$ cat config.mk
export PLATFORM = sky130hd
export DESIGN_NAME = mp_add_sequencer
export DESIGN_NICKNAME = d
export VERILOG_FILES = /design/src/rtl/mp_add_sequencer.sv
export SDC_FILE = /design/constraint.sdc
export NUM_CORES = 1
export LEC_CHECK = 0
export ABC_AREA = 1
export CAP_MARGIN = 5
export CORE_ASPECT_RATIO = 0.75
export CORE_MARGIN = 1
export CORE_UTILIZATION = 45
export CTS_BUF_LIST = sky130_fd_sc_hd__clkbuf_16
export DETAILED_ROUTE_END_ITERATION = 16
export PLACE_DENSITY = 0.8
export SYNTH_ARGS = -nofsm -noshare
export SYNTH_HDL_FRONTEND = slang
export SYNTH_SLANG_ARGS = --single-unit
export TNS_END_PERCENT = 10
$ cat constraint.sdc
create_clock -name clk -period 3.25 [get_ports clk]
set_clock_uncertainty 0.05 [all_clocks]
set_input_delay 0.325 -clock clk [delete_from_list [all_inputs] [get_ports clk]]
set_output_delay 0.325 -clock clk [all_outputs]
set_load 0.005 [all_outputs]
$ cat src/rtl/mp_add_sequencer.sv
// Multi-precision add/subtract sequencer: streams 32-bit limbs LS-first through one time-shared 32-bit adder.
// Latency: each result limb is registered and visible one cycle after its input limb is accepted.
// Backpressure: a held result with out_ready low drops in_ready; DRAIN waits for the last limb to be taken.

// 32-bit adder with a parallel-prefix (Kogge-Stone) carry tree.
// The carry-in is folded in after the tree, so the tree only computes
// group generate/propagate for every prefix [i:0].
module fulladder_with_tree_carry_32 (
  input  logic [31:0] a,
  input  logic [31:0] b,
  input  logic        cin,
  output logic [31:0] sum,
  output logic        cout
);

  // Per-level group generate/propagate; level k covers spans of 2^k bits.
  logic [31:0] g0, p0;
  logic [31:0] g1, p1;
  logic [31:0] g2, p2;
  logic [31:0] g3, p3;
  logic [31:0] g4, p4;
  logic [31:0] g5, p5;
  logic [32:0] carry;

  // Bitwise generate/propagate.
  assign g0 = a & b;
  assign p0 = a ^ b;

  // Each level combines bit i with bit i-span. Bits below the span already
  // hold complete prefixes, so they pass through (zero generate shifted in,
  // ones shifted into the propagate term).
  assign g1 = g0 | (p0 & {g0[30:0], 1'b0});
  assign p1 = p0 & {p0[30:0], 1'b1};

  assign g2 = g1 | (p1 & {g1[29:0], 2'b0});
  assign p2 = p1 & {p1[29:0], 2'b11};

  assign g3 = g2 | (p2 & {g2[27:0], 4'h0});
  assign p3 = p2 & {p2[27:0], 4'hF};

  assign g4 = g3 | (p3 & {g3[23:0], 8'h00});
  assign p4 = p3 & {p3[23:0], 8'hFF};

  assign g5 = g4 | (p4 & {g4[15:0], 16'h0000});
  assign p5 = p4 & {p4[15:0], 16'hFFFF};

  // carry[i] is the carry into bit i; carry[32] is the adder carry-out.
  assign carry = {g5 | (p5 & {32{cin}}), cin};
  assign sum   = p0 ^ carry[31:0];
  assign cout  = carry[32];

endmodule

module mp_add_sequencer #(
  parameter int LEN_W = 8
) (
  input  logic             clk,
  input  logic             rst,
  input  logic             start,
  input  logic             sub,
  input  logic [LEN_W-1:0] len,
  input  logic             in_valid,
  output logic             in_ready,
  input  logic [31:0]      in_a,
  input  logic [31:0]      in_b,
  output logic             out_valid,
  input  logic             out_ready,
  output logic [31:0]      out_sum,
  output logic             out_last,
  output logic             busy,
  output logic             done,
  output logic             carry_out,
  output logic             overflow
);

  localparam logic [LEN_W-1:0] ONE = LEN_W'(1);

  typedef enum logic [1:0] {
    ST_IDLE  = 2'd0,
    ST_RUN   = 2'd1,
    ST_DRAIN = 2'd2
  } state_e;

  state_e           state_q, state_d;
  logic             sub_q, sub_d;
  logic [LEN_W-1:0] rem_q, rem_d;
  logic             carry_q, carry_d;
  logic             out_valid_q, out_valid_d;
  logic [31:0]      out_sum_q, out_sum_d;
  logic             out_last_q, out_last_d;
  logic             done_q, done_d;
  logic             carry_out_q, carry_out_d;
  logic             overflow_q, overflow_d;

  logic [31:0]      b_eff;
  logic [31:0]      add_sum;
  logic             add_cout;
  logic             ovf_now;
  logic             accept;
  logic             out_take;

  // Subtraction is A + ~B + 1: the +1 enters as the initial carry (set on start).
  assign b_eff = sub_q ? ~in_b : in_b;

  fulladder_with_tree_carry_32 u_adder (
    .a    (in_a),
    .b    (b_eff),
    .cin  (carry_q),
    .sum  (add_sum),
    .cout (add_cout)
  );

  // Signed overflow of this limb if it turns out to be the top one.
  assign ovf_now = (in_a[31] == b_eff[31]) & (add_sum[31] != in_a[31]);

  // A new limb may enter whenever the output register is empty or is being
  // drained this very cycle, which keeps one limb per cycle at full rate.
  assign in_ready = (state_q == ST_RUN) & (~out_valid_q | out_ready);
  assign accept   = in_valid & in_ready;
  assign out_take = out_valid_q & out_ready;

  assign out_valid = out_valid_q;
  assign out_sum   = out_sum_q;
  assign out_last  = out_last_q;
  assign busy      = (state_q != ST_IDLE);
  assign done      = done_q;
  assign carry_out = carry_out_q;
  assign overflow  = overflow_q;

  // Next-state and datapath control for the IDLE/RUN/DRAIN sequencer.
  always_comb begin
    state_d     = state_q;
    sub_d       = sub_q;
    rem_d       = rem_q;
    carry_d     = carry_q;
    out_valid_d = out_valid_q;
    out_sum_d   = out_sum_q;
    out_last_d  = out_last_q;
    done_d      = 1'b0;
    carry_out_d = carry_out_q;
    overflow_d  = overflow_q;

    unique case (state_q)
      ST_IDLE: begin
        // A zero-length request is dropped without any visible effect.
        if (start && (len != '0)) begin
          state_d     = ST_RUN;
          sub_d       = sub;
          rem_d       = len;
          carry_d     = sub;
          carry_out_d = 1'b0;
          overflow_d  = 1'b0;
        end
      end

      ST_RUN: begin
        if (out_take) begin
          out_valid_d = 1'b0;
        end
        if (accept) begin
          out_valid_d = 1'b1;
          out_sum_d   = add_sum;
          carry_d     = add_cout;
          rem_d       = rem_q - ONE;
          if (rem_q == ONE) begin
            out_last_d  = 1'b1;
            carry_out_d = add_cout;
            overflow_d  = ovf_now;
            state_d     = ST_DRAIN;
          end
        end
      end

      ST_DRAIN: begin
        // Only the final limb is pending here; completion is its hand-off.
        if (out_take) begin
          out_valid_d = 1'b0;
          out_last_d  = 1'b0;
          done_d      = 1'b1;
          state_d     = ST_IDLE;
        end
      end

      default: begin
        state_d = ST_IDLE;
      end
    endcase
  end

  // State register; synchronous reset aborts any operation in flight.
  always_ff @(posedge clk) begin
    if (rst) begin
      state_q     <= ST_IDLE;
      sub_q       <= 1'b0;
      rem_q       <= '0;
      carry_q     <= 1'b0;
      out_valid_q <= 1'b0;
      out_sum_q   <= '0;
      out_last_q  <= 1'b0;
      done_q      <= 1'b0;
      carry_out_q <= 1'b0;
      overflow_q  <= 1'b0;
    end else begin
      state_q     <= state_d;
      sub_q       <= sub_d;
      rem_q       <= rem_d;
      carry_q     <= carry_d;
      out_valid_q <= out_valid_d;
      out_sum_q   <= out_sum_d;
      out_last_q  <= out_last_d;
      done_q      <= done_d;
      carry_out_q <= carry_out_d;
      overflow_q  <= overflow_d;
    end
  end

endmodule

==> results of run 1 <==
[kinds of logic (layout without fill, tap and decap cells)]
group	after synthesis	after routing	share of synthesized area
simple gates	362	362	0.313
compound gates	165	165	0.193
buf+inv	146	256	0.112
flops	49	49	0.196
xor+xnor	48	48	0.0840
fa+ha+maj	40	40	0.102
[critical path: stages (launching register included)]
cell      delay (ps)
dfxtp_1          330
inv_1            100
ha_1             460
inv_2            250
nor2_2           190
nand2_2          250
inv_2            370
nor2_1            70
nor2_1           180
o211ai_1         140
o21ai_0          180
a21oi_1           60
[area by class of cell]
type	instances	area share
multi-input cells	615	0.533
repair buffers	120	0.185
flip-flops and latches	49	0.151
inverters	128	0.0740
well taps	136	0.0262
clock buffers	5	0.0193
clock inverters	3	0.0106
[layout by cell type, fill, tap and decap left out, types with 2 or more instances in the layout]
cell / synthesis / final
nand2_1: 193 / 193
inv_1: 123 / 123
clkdlybuf4s50_1: 0 / 116
nor2_1: 70 / 70
a21oi_1: 52 / 52
o21ai_0: 50 / 50
dfxtp_1: 49 / 48
xor2_1: 45 / 45
nand3_1: 44 / 44
ha_1: 39 / 39
o21bai_1: 21 / 21
nand2_2: 16 / 16
o21a_1: 16 / 16
nand4_1: 14 / 14
a31oi_1: 8 / 8
nor2_2: 7 / 7
o21ai_1: 6 / 6
inv_2: 5 / 5
nand3b_1: 5 / 5
clkbuf_16: 0 / 5
nor3_1: 4 / 4
xnor2_1: 3 / 3
a21oi_2: 3 / 3
a211oi_1: 3 / 3
buf_4: 1 / 3
o21ai_2: 2 / 2
nor4_1: 2 / 2
or2_0: 2 / 2
a21o_1: 2 / 2
bufinv_16: 0 / 2
[routing by layer]
layer  vias to the layer above  track usage  share of wire  wire length [um]
met4                         0       0.0371         0.0076               116
li1                       2830            -              -                 -
met1                      2399        0.394           0.48              7410
met5                         -            0              0                 0
met3                        12       0.0500          0.092              1410
met2                       242        0.412           0.42              6350
[per-stage QoR]
step | setup slack, ps | area (sq um) | hold WS (ps) | total power [mW] | std cells
after global routing | 153 | 6490 | 440 | 4.82 | 1056
after floorplan | 899 | 5000 | 344 | 2.79 | 810
final | 512 | 6490 | 415 | 4.46 | 1056
after global placement | 523 | 6300 | 395 | 3.67 | 1048
after detailed placement | 501 | 6300 | 401 | 3.70 | 1048
after CTS | 565 | 6490 | 417 | 4.42 | 1056
[sequential cells by signal, indices dropped and copies added, names as in the netlist]
register   cells
rem_q          8
carry_q        1
sub_q          1
carry_out      1
out_valid      1
state_q        2
overflow       1
done           1
out_last       1
out_sum       32
[path summary, 6_finish.rpt]
path	to	from	slack, ps
min reg2reg	out_last$_SDFFE_PP0P_	out_last$_SDFFE_PP0P_	410
min	out_last$_SDFFE_PP0P_	out_last$_SDFFE_PP0P_	410
max	out_last$_SDFFE_PP0P_	state_q[1]$_SDFFE_PP0P_	510
max reg2reg	out_last$_SDFFE_PP0P_	state_q[1]$_SDFFE_PP0P_	510
[power groups by stage]
| stage | sequential (mW) | clock [mW] | combinational (mW) |
|---|---|---|---|
| 4_1_cts | 0.900 | 0.701 | 2.81 |
| 6_report | 0.900 | 0.698 | 2.86 |
| 3_5_place_dp | 0.911 | 0 | 2.79 |
| 2_1_floorplan | 0.877 | 0 | 1.92 |
| 3_3_place_gp | 0.912 | 0 | 2.76 |
| 5_1_grt | 0.922 | 0.718 | 3.18 |
==> results.ini, run 1 <==
[worst_setup_path]
critPathLaunchType=flip-flop
arrival_ps=2870
worstPathRequired_ps=3380
crit_type=flip-flop to flip-flop
worst-r2r-cell-count=11
endpoint_kind=flip-flop
worstPathMaxFanout=20

[clock_network]
cts_resized=0
cts_buffers=5
root_buffer=clkbuf_16
cts.sinks=49
holdBufCountCts=0
h-tree-depth=2
cts_max_path_buffers=2
insertion_delay_ps=300
post_cts_buffers=0
cts_tree=yes
clkSlewWorstSetupHoldPaths_ps=70

[layout]
multiInputGateArea_sq_um=3460
register_area_sq_um=982
drive_gt1_frac=0.0533
n_fill_cell=1034
area_delta_synth_final_pct=29.7
utilization=0.616
finalNetCount=1037
diodes=0

[pwr]
p_sw_mw=2.12
ir_worst_vdd_mv=0.306
power_density_nw_per_um2=687
swShare=0.475
cell_internal_pwr_mw=2.34
p_clk_frac=0.157
power_frac_comb=0.641
power_leakage_nw=3.20
seq_power_share=0.202

[route]
routed_wl_um=15300
ant_nets=0
drcViolationCount=0
first_pass_iters=6
drtIter0Drc=499
wl_per_cell_um=14.5
num_vias=5483
vias_per_cell=5.19

[placement]
dp.final_hpwl_um=12300
portBuffers=116
gp_congestion=0.939

[timing]
max_freq_mhz=365
setup_viol=0
relSlewSlack=0.629
finalHoldViolCount=0
rsz0062_at_grt=false
period_minus_slack_ps=2740
finalSetupTns_ps=0
min_period_over_period=0.843
slew_viol_final=0
tightest_slew_ps=556

[grt]
grt_pass1_vias=4915
grtUsageTotal=0.269
grt_pass1_wl_um=24100
grt-ovfl-total=0
antenna_found_initial=0
grt_max_degree=44

[floorplanning]
num_rows=32
die_x_um=124
die_h_um=93.3
pin_count=117
start_util=0.475
coreArea_sq_um=10500
fp.dieArea_sq_um=11500

[synth]
yosysTopAreaCellShare=0.196
syn_area_sq_um=5000
synth_cells=810
synth_edf_count=0
avgSynthCellArea_sq_um=6.18
ys_seq_elements=49
yosysTopAreaCell=dfxtp_1
synth-seq-area-share=0.196
async_reset_ff_frac=0
yosys_warnings=0
netlist_top_cells_area=dfxtp_1, nand2_1, ha_1
synth_cell_types=38
yosys_most_used_dff=dfxtp_1
synthTopCellsByCount=nand2_1, inv_1, nor2_1, a21oi_1, o21ai_0
synth.most_common_cell=nand2_1
syn_nets=928

[worst_hold_path]
hp-class=flip-flop to flip-flop
min_path_cells=2

[run_status]
outcome=finished, final reports clean

[flow_run]
drv_cap=0

Note: power is estimated with default switching activity, not from simulation.
==> run 2, diff against run 1 <==
PLACE_DENSITY = 0.83   (was 0.8)
clock period = 2.4 ns   (was 3.25 ns; I/O delays follow)
==> run 2 against run 1 <==
Against the previous run: the flow now finishes with violations (setup timing); critical path depth up 1; cell count rose by 8.7%; clock power rose by 2%; first-iteration DRC count increased by 2.4%; cell area is 14% higher; power is 54% higher; register-to-register slack lost 610 ps; sequential power grew 36%; routed wire length grew 10%; sequential cell count stayed put; setup slack got worse by 610 ps; largest power group unchanged; highest routed layer unchanged.
==> results.ini, run 2 (synthesis gave the netlist of run 1 again) <==
[timing]
relSlewSlack=0.709  ; +0.0797
finalSetupTns_ps=-286  ; -286 ps
timing.hold.ws_ps=410  ; -5.01 ps
slew_viol_final=0  ; unchanged
rsz0062_at_grt=true
tightest_slew_ps=437  ; -119 ps
finalHoldViolCount=0  ; unchanged
setup_viol=10  ; +10
fin_ws_ps=-95.2  ; -607 ps
period_minus_slack_ps=2500  ; -243 ps
min_period_over_period=1.04  ; +0.197
max_freq_mhz=401  ; +9.7%

[floorplanning]
coreArea_sq_um=10500  ; unchanged
num_rows=32  ; unchanged
start_util=0.475  ; unchanged
die_x_um=124  ; unchanged
fp.dieArea_sq_um=11500  ; unchanged
pin_count=117  ; unchanged
die_h_um=93.3  ; unchanged

[grt]
grt_pass1_vias=5397  ; +9.8%
grt-ovfl-total=0  ; unchanged
grtUsageTotal=0.282  ; +0.0134
antenna_found_initial=0  ; unchanged
grt_pass1_wl_um=25400  ; +5.5%
grt_max_degree=52  ; +18%

[route]
num_vias=6047  ; +10%
first_pass_iters=5  ; -1
wl_per_cell_um=14.7  ; +1.4%
drcViolationCount=0  ; unchanged
vias_per_cell=5.27  ; +1.4%
drtIter0Drc=511  ; +2.4%
routed_wl_um=16800  ; +10%
ant_nets=0  ; unchanged

[layout]
final_common_cell=nand2_1
final_cells=1148  ; +8.7%
drive_gt1_frac=0.196  ; +0.142
final_cell_mix=nand2_1, inv_1, clkdlybuf4s50_1, buf_4
largest_reg_flops=32  ; unchanged
finalNetCount=1129  ; +8.9%
utilization=0.704  ; +0.0875
area_delta_synth_final_pct=48.1
diodes=0  ; unchanged

[worst_setup_path]
crit_buf_inv=2  ; -1
crit_cells=12  ; +1
endpoint_kind=flip-flop
path_cells=buf_12 > xor2_1 > ha_1 > nand2_1 > nor2_2 > nand2_1 > nor2_1 > nand4_1 > nand4_1 > nor2_1 > o21bai_1 > inv_1
critPathTopFamily=simple AND/OR/NAND/NOR gates
slowest_stage=ha_1
worstPathRequired_ps=2550  ; -830 ps
critPathLaunchType=flip-flop
worstPathMaxFanout=10  ; -50%
worst-r2r-cell-count=12  ; +1
slowest_delay_ps=410  ; -50 ps
crit_type=flip-flop to flip-flop
arrival_ps=2640  ; -230 ps

[clock_network]
clkSlewWorstSetupHoldPaths_ps=70  ; about the same
cts_buffers=5  ; unchanged
cts.sinks=49  ; unchanged
insertion_delay_ps=300  ; about the same
cts_max_path_buffers=2  ; unchanged
cts_tree=yes
root_buffer=clkbuf_16
holdBufCountCts=0  ; unchanged
h-tree-depth=2  ; unchanged

[placement]
dp.final_hpwl_um=13000  ; +5.7%
gp_congestion=0.957  ; +2.0%
portBuffers=116  ; unchanged
dpl_worst_slack_ps=-143  ; -645 ps
dp_cells=1131  ; +7.9%

[pwr]
power_leakage_nw=3.67  ; +15%
ir_worst_vdd_mv=0.485  ; +58%
power_density_nw_per_um2=926  ; +35%

[worst_hold_path]
min_path_cells=2  ; unchanged
hp-class=flip-flop to flip-flop

[run_status]
outcome=finished with violations
violations=setup timing

[flow_run]
drv_cap=0  ; unchanged

run 2: cell count changes in the layout (fill, tap and decap cells not counted), sizes merged:
| cell | change |
|---|---|
| bufinv | -2 |
| clkinv | +2 |
| clkinvlp | +1 |
| inv | -1 |
| buf | +91 |
| clkbuf | +1 |
run 2: per-layer routing:
metal / up-vias / global-route usage / wire [um]
li1: 3001 / - / -
met1: 2739 / 0.402 / 7820
met2: 275 / 0.427 / 7220
met3: 32 / 0.0409 / 1370
met4: 0 / 0.0984 / 446
met5: - / 0 / 0
run 2: timing repair:
action | CTS | global route
endpoints found under the setup margin | 1 | 24
resized for setup | 0 | 72
gates cloned | 0 | 1
pin swaps | 0 | 19
setup buffers | 0 | 8
run 2: layout make-up:
cell class / count / area, sq um
Tap cell: 136 / 170
Multi-Input combinational cell: 615 / 3700
Sequential cell: 49 / 985
Inverter: 128 / 480
Clock buffer: 5 / 125
Timing Repair Buffer: 212 / 1940
Clock inverter: 3 / 17.5
Fill cell: 883 / 3120
run 2: metrics by stage:
step	area, sq um	total power, mW
after detailed placement	6940	5.67
after global routing	7410	7.38
after floorplan	5000	3.78
final	7410	6.86
after CTS	7090	6.41
after global placement	6940	5.60
run 2: worst min-delay path, stage by stage, from the launching register on:
cell	delay, ps
dfxtp_1	310
inv_1	50
a21oi_1	50
run 2: where the power goes:
group | total, mW | switching [mW] | internal (mW) | leakage, nW
Combinational | 4.93 | 2.72 | 2.21 | 3.20
Clock | 0.715 | 0.332 | 0.383 | 0.0696
Sequential | 1.22 | 0.169 | 1.05 | 0.402
Total | 6.86 | 3.22 | 3.64 | 3.67
run 2: path summary, 6_finish.rpt:
path              slack [ps]                        to             startpoint
setup / recovery        -100  out_sum[21]$_SDFFE_PP0P_     sub_q$_SDFFE_PP0P_
setup reg to reg        -100  out_sum[21]$_SDFFE_PP0P_     sub_q$_SDFFE_PP0P_
hold reg to reg          410     out_last$_SDFFE_PP0P_  out_last$_SDFFE_PP0P_
hold / removal           410     out_last$_SDFFE_PP0P_  out_last$_SDFFE_PP0P_
==> run 3, diff against run 2 <==
CTS_BUF_LIST = sky130_fd_sc_hd__clkbuf_4 sky130_fd_sc_hd__clkbuf_8   (was sky130_fd_sc_hd__clkbuf_16)
==> run 3 against run 2 <==
Against the previous run: the run still ends with setup timing left; clock-buffer cell count is the same; cell count unchanged; cell area decreased by 0.47%; sequential cell count unchanged; die area is the same; register-to-register slack improved by 50 ps; clock power decreased by 29%; largest cell class unchanged; highest routed layer unchanged.
==> results.ini, run 3 (synthesis gave the netlist of run 1 again) <==
[layout]
area_delta_synth_final_pct=47.4
final_cell_mix=nand2_1, inv_1, clkdlybuf4s50_1, buf_4, dfxtp_1
finalNetCount=1129  ; unchanged
largest_reg_flops=32  ; unchanged
utilization=0.700  ; -0.00333
drive_gt1_frac=0.202  ; +0.00593
diodes=0  ; unchanged
final_common_cell=nand2_1
fin_area_sq_um=7380  ; -0.47%

[worst_setup_path]
arrival_ps=2600  ; -40 ps
regToRegSetupSlack_ps=-40  ; +50 ps
cp-endpoint=out_sum[31]$_SDFFE_PP0P_
worstPathMaxFanout=10  ; unchanged
crit_type=flip-flop to flip-flop
slowest_stage=dfxtp_4
slowest_delay_ps=390  ; -20 ps
timing.rr.start=sub_q$_SDFFE_PP0P_
worst-r2r-cell-count=16  ; +4
crit_top_cell=nand2_1
worstPathRequired_ps=2560  ; about the same
endpoint_kind=flip-flop
reg2reg_to=out_sum[31]$_SDFFE_PP0P_
critPathLaunchType=flip-flop
path_cells=clkbuf_16 > xor2_1 > ha_1 > nand2_1 > buf_4 > nor2_4 > nand2_1 > inv_1 > nand2_1 > nand2_1 > nand2_1 > nand3_2 > nand2_1 > nand2_1 > o21bai_1 > inv_1
crit_start=sub_q$_SDFFE_PP0P_

[run_status]
outcome=finished with violations
violations=setup timing

[grt]
antenna_found_initial=0  ; unchanged
grt_max_degree=52  ; unchanged
grt-ovfl-total=0  ; unchanged
grtUsageTotal=0.280  ; -0.00162
grt_pass1_wl_um=25400  ; about the same
grt_pass1_vias=5407  ; +0.19%

[floorplanning]
pin_count=117  ; unchanged
die_x_um=124  ; unchanged
die_h_um=93.3  ; unchanged
num_rows=32  ; unchanged
start_util=0.475  ; unchanged
coreArea_sq_um=10500  ; unchanged
fp.dieArea_sq_um=11500  ; unchanged

[placement]
portBuffers=116  ; unchanged
dp.final_hpwl_um=13000  ; unchanged
dpl_worst_slack_ps=-143  ; unchanged
postPlaceCellArea_sq_um=6940  ; unchanged
gp_congestion=0.957  ; unchanged

[pwr]
total_power_mw=6.67  ; -2.8%
power_leakage_nw=3.65  ; -0.48%
power_density_nw_per_um2=904  ; -2.3%
ir_worst_vdd_mv=0.514  ; +6.1%

[timing]
fin_ws_ps=-41.4  ; +53.8 ps
finalHoldViolCount=0  ; unchanged
max_freq_mhz=410  ; +2.2%
rsz0062_at_grt=true
tightest_slew_ps=442  ; +4.79 ps
relSlewSlack=0.705  ; -0.00319
slew_viol_final=0  ; unchanged
setup_viol=7  ; -3
min_period_over_period=1.02  ; -0.0224
period_minus_slack_ps=2440  ; -53.8 ps

[route]
wl_per_cell_um=14.6  ; -0.40%
drcViolationCount=0  ; unchanged
first_pass_iters=5  ; unchanged
routed_wl_um=16800  ; -0.40%
drtIter0Drc=508  ; -0.59%
num_vias=6015  ; -0.53%
ant_nets=0  ; unchanged
vias_per_cell=5.24  ; -0.53%

[clock_network]
clkSlewWorstSetupHoldPaths_ps=90  ; +20 ps
cts_tree=yes
h-tree-depth=2  ; unchanged
root_buffer=clkbuf_8
cts_buffers=5  ; unchanged
cts_max_path_buffers=2  ; unchanged
cts.sinks=49  ; unchanged
insertion_delay_ps=310  ; about the same

[worst_hold_path]
hp-class=flip-flop to flip-flop
min_path_cells=2  ; unchanged

[flow_run]
drv_cap=0  ; unchanged

==> run 3: what timing repair did <==
| item | in CTS | in global routing |
|---|---|---|
| setup buffers | 0 | 8 |
| pin swaps | 0 | 21 |
| gates resized for setup | 1 | 77 |
| endpoints found under the setup margin | 2 | 24 |
| hold buffers | 0 | 0 |
| gates cloned | 0 | 1 |
==> run 3: worst min path at each step <==
stage / startpoint / end / slack [ps]
final: out_last$_SDFFE_PP0P_ / out_last$_SDFFE_PP0P_ / 410
after global routing: out_last$_SDFFE_PP0P_ / out_last$_SDFFE_PP0P_ / 440
after CTS: out_last$_SDFFE_PP0P_ / out_last$_SDFFE_PP0P_ / 420
after detailed placement: out_last$_SDFFE_PP0P_ / out_last$_SDFFE_PP0P_ / 400
after global placement: out_last$_SDFFE_PP0P_ / out_last$_SDFFE_PP0P_ / 390
after floorplan: rst / rem_q[5]$_SDFFE_PP0P_ / 260
==> run 3: final cells by class <==
class / count / area (sq um)
fill: 901 / 3150
clock buffer: 5 / 68.8
multi-input combinational: 615 / 3720
inverter: 128 / 480
clock inverter: 3 / 17.5
sequential: 49 / 985
timing repair buffer: 212 / 1940
tap: 136 / 170
==> run 3: worst max-delay path, delay by kind of cell (launching register included) <==
kind / cells / cell delay, ps
adder cells (fa/ha/maj): 1 / 350
XOR/XNOR: 1 / 160
AO/OA/AOI/OAI: 1 / 130
flip-flops: 1 / 390
buffers and inverters: 4 / 450
AND/OR/NAND/NOR: 9 / 790
==> run 3: power breakdown <==
part           switching (mW)  total [mW]  internal (mW)
logic                    2.73        4.95           2.22
clock network           0.303       0.505          0.202
registers               0.170        1.22           1.05
total                    3.20        6.67           3.47
==> run 3: routing by layer <==
metal / global-route usage / routed length, um
met2: 0.426 / 7200
met4: 0.0823 / 374
met1: 0.405 / 7920
met3: 0.0409 / 1280
met5: 0 / 0
==> run 3: stage by stage <==
| step | setup TNS (ps) | hold slack [ps] | cells |
|---|---|---|---|
| floorplan | 0 | 259 | 810 |
| global placement | -1070 | 394 | 1131 |
| detailed placement | -1850 | 397 | 1131 |
| CTS | -2.75 | 417 | 1139 |
| global route | -2630 | 436 | 1148 |
| finish | -140 | 414 | 1148 |
==> patch: new RTL, settings of run 2 <==
Register the output `overflow` once more, cleared by the reset; this adds one clock of latency there. The other outputs are not delayed to match.
--- a/src/rtl/mp_add_sequencer.sv
+++ b/src/rtl/mp_add_sequencer.sv
@@ -127,3 +127,9 @@
   assign carry_out = carry_out_q;
-  assign overflow  = overflow_q;
+  always_ff @(posedge clk) begin
+    if (rst) begin
+      overflow <= '0;
+    end else begin
+      overflow <= overflow_q;
+    end
+  end
 
Check against the original RTL: not equivalent (Yosys sat finds a counterexample within 4 cycles, from zero or initial values and one cycle with rst high).
==> patch against run 2 <==
- power up 3.0%
- design area up 4.2%
- die area up 4.1%
- wire length up 1.4%
- combinational power up 3%
- sequential cell count up 1
- clock power about the same
- hold slack worse by 33 ps
- synthesized cell count up 10%
- final cell count up 5.4%
- area after synthesis up 4.2%
- setup slack better by 120 ps
- largest cell class unchanged
- highest routed layer unchanged
==> patch: results (changes against run 2) <==
M1 WL 7740 um (-1.1%); Crit Path Max Fanout 6 (-4); Hold Slack 376 ps (-33.2 ps); CP delay by family, top buffers and inverters; global-route wire length before repair 26200 um (+3.0%); layout cells sized above 1 0.206 (+0.00996); cell-internal power 3620 uW (-0.59%); register area share after synthesis 0.192 (-0.00407); Synth Area in Adders 0.0975 (-0.00410); Fillers 922 (+4.4%); Worst R2R End out_sum[8]; Vias/cell 5.11 (-3.0%); metal3 WL 1310 um (-4.5%); largest net degree at the start of global routing 40 (-23%); Hold Path End overflow; crit-path max cell delay 460 ps (+50 ps); status completed; via count 6185 (+2.3%); cells on worst reg2reg path 14 (+2); Avg Cell Area, Syn 5.84 um^2 (-5.4%); XOR/XNOR Fraction of Synth Area 0.0790 (-0.00507); DR WL met2 7610 um (+5.5%); HPWL Detailed 12800 um (-1.9%); GRT Total Usage 0.273 (-0.00894); Slowest-stage cell, CP dfxtp_4; Compound-Gate Fraction of Synth Area 0.141 (-0.0519); Iter 0 DRT Violations 423 (-17%); synth unique cells 36 (-5.3%); routed len/inst 14.1 um (-3.8%); Max IR drop VDD 0.415 mV (-14%); vias in the first global route 5574 (+3.3%); # nets final 1187 (+5.1%); top cells by instance count after synthesis nand2_1, inv_1, nor2_1, nand3_1, dfxtp_1
## patch: cell types whose count changed after synthesis, sizes merged, moves of 3 or more
cell and change:
a21oi -19, inv +46, nand2 +66, nand3 +22
nand4 -4, nor2 -7, nor3 +5, o21ai -18
o21bai -3
## patch: what timing repair did
item | CTS | global route
gates cloned | 0 | 3
hold buffers | 0 | 0
gates resized for setup | 2 | 145
pin swaps | 0 | 42
buffers inserted | 0 | 5
endpoints found under the setup margin | 3 | 30
## patch: layer usage
metal | up-vias | track usage
met1 | 2747 | 0.374
met5 | - | 0
li1 | 3145 | -
met4 | 0 | 0.0773
met2 | 260 | 0.450
met3 | 33 | 0.0376
## patch: cell families after synthesis
family / count (synthesis)
buffers and inverters: 194
adder cells (fa/ha/maj): 40
AO/OA/AOI/OAI: 123
AND/OR/NAND/NOR: 438
XOR/XNOR: 47
flip-flops: 50
## patch: layout make-up
| type | count | area, um^2 | share of cell area |
|---|---|---|---|
| multi-input combinational | 648 | 3950 | 0.512 |
| timing repair buffer | 190 | 1800 | 0.232 |
| sequential | 50 | 1000 | 0.130 |
| inverter | 174 | 653 | 0.0846 |
| tap | 140 | 175 | 0.0227 |
| clock buffer | 5 | 125 | 0.0162 |
| clock inverter | 3 | 17.5 | 0.00227 |
## patch: power by group through the flow
stage          clock (uW)  sequential (uW)  combinational [uW]
5_1_grt               764             1280                5570
6_report              716             1260                5090
3_5_place_dp            0             1240                4330
2_1_floorplan           0             1190                2730
4_1_cts               717             1230                4390
3_3_place_gp            0             1240                4280
## patch: worst max-delay path by stage
| stage | start | end | cells after the start |
|---|---|---|---|
| 2_1_floorplan | sub_q | out_sum[8] | 13 |
| 3_3_place_gp | in_b[10] | out_sum[31] | 16 |
| 3_5_place_dp | in_b[0] | out_sum[8] | 14 |
| 4_1_cts | sub_q | out_sum[8] | 14 |
| 5_1_grt | sub_q | out_sum[26] | 13 |
| 6_report | sub_q | out_sum[8] | 14 |
## patch: metrics by stage
stage	power [uW]	cell area [um^2]	setup TNS [ps]	setup WS [ps]
after global routing	7610	7720	-1470	-105
after floorplan	3920	5210	0	82.9
after CTS	6330	7120	-19.7	-19.7
final	7070	7720	0	23.9
after detailed placement	5570	6980	-974	-142
after global placement	5520	6980	-463	-68.8
## patch: worst register-to-register path: stages, from the launching register on
cell,delay (ps)
dfxtp_4,460
buf_12,180
xor2_1,170
ha_1,320
buf_6,160
nand2_2,50
nand2_2,60
nand2_2,60
nand2_2,70
a21oi_4,170
o21ai_2,90
buf_4,140
xor2_1,130
o21bai_1,120
inv_1,50
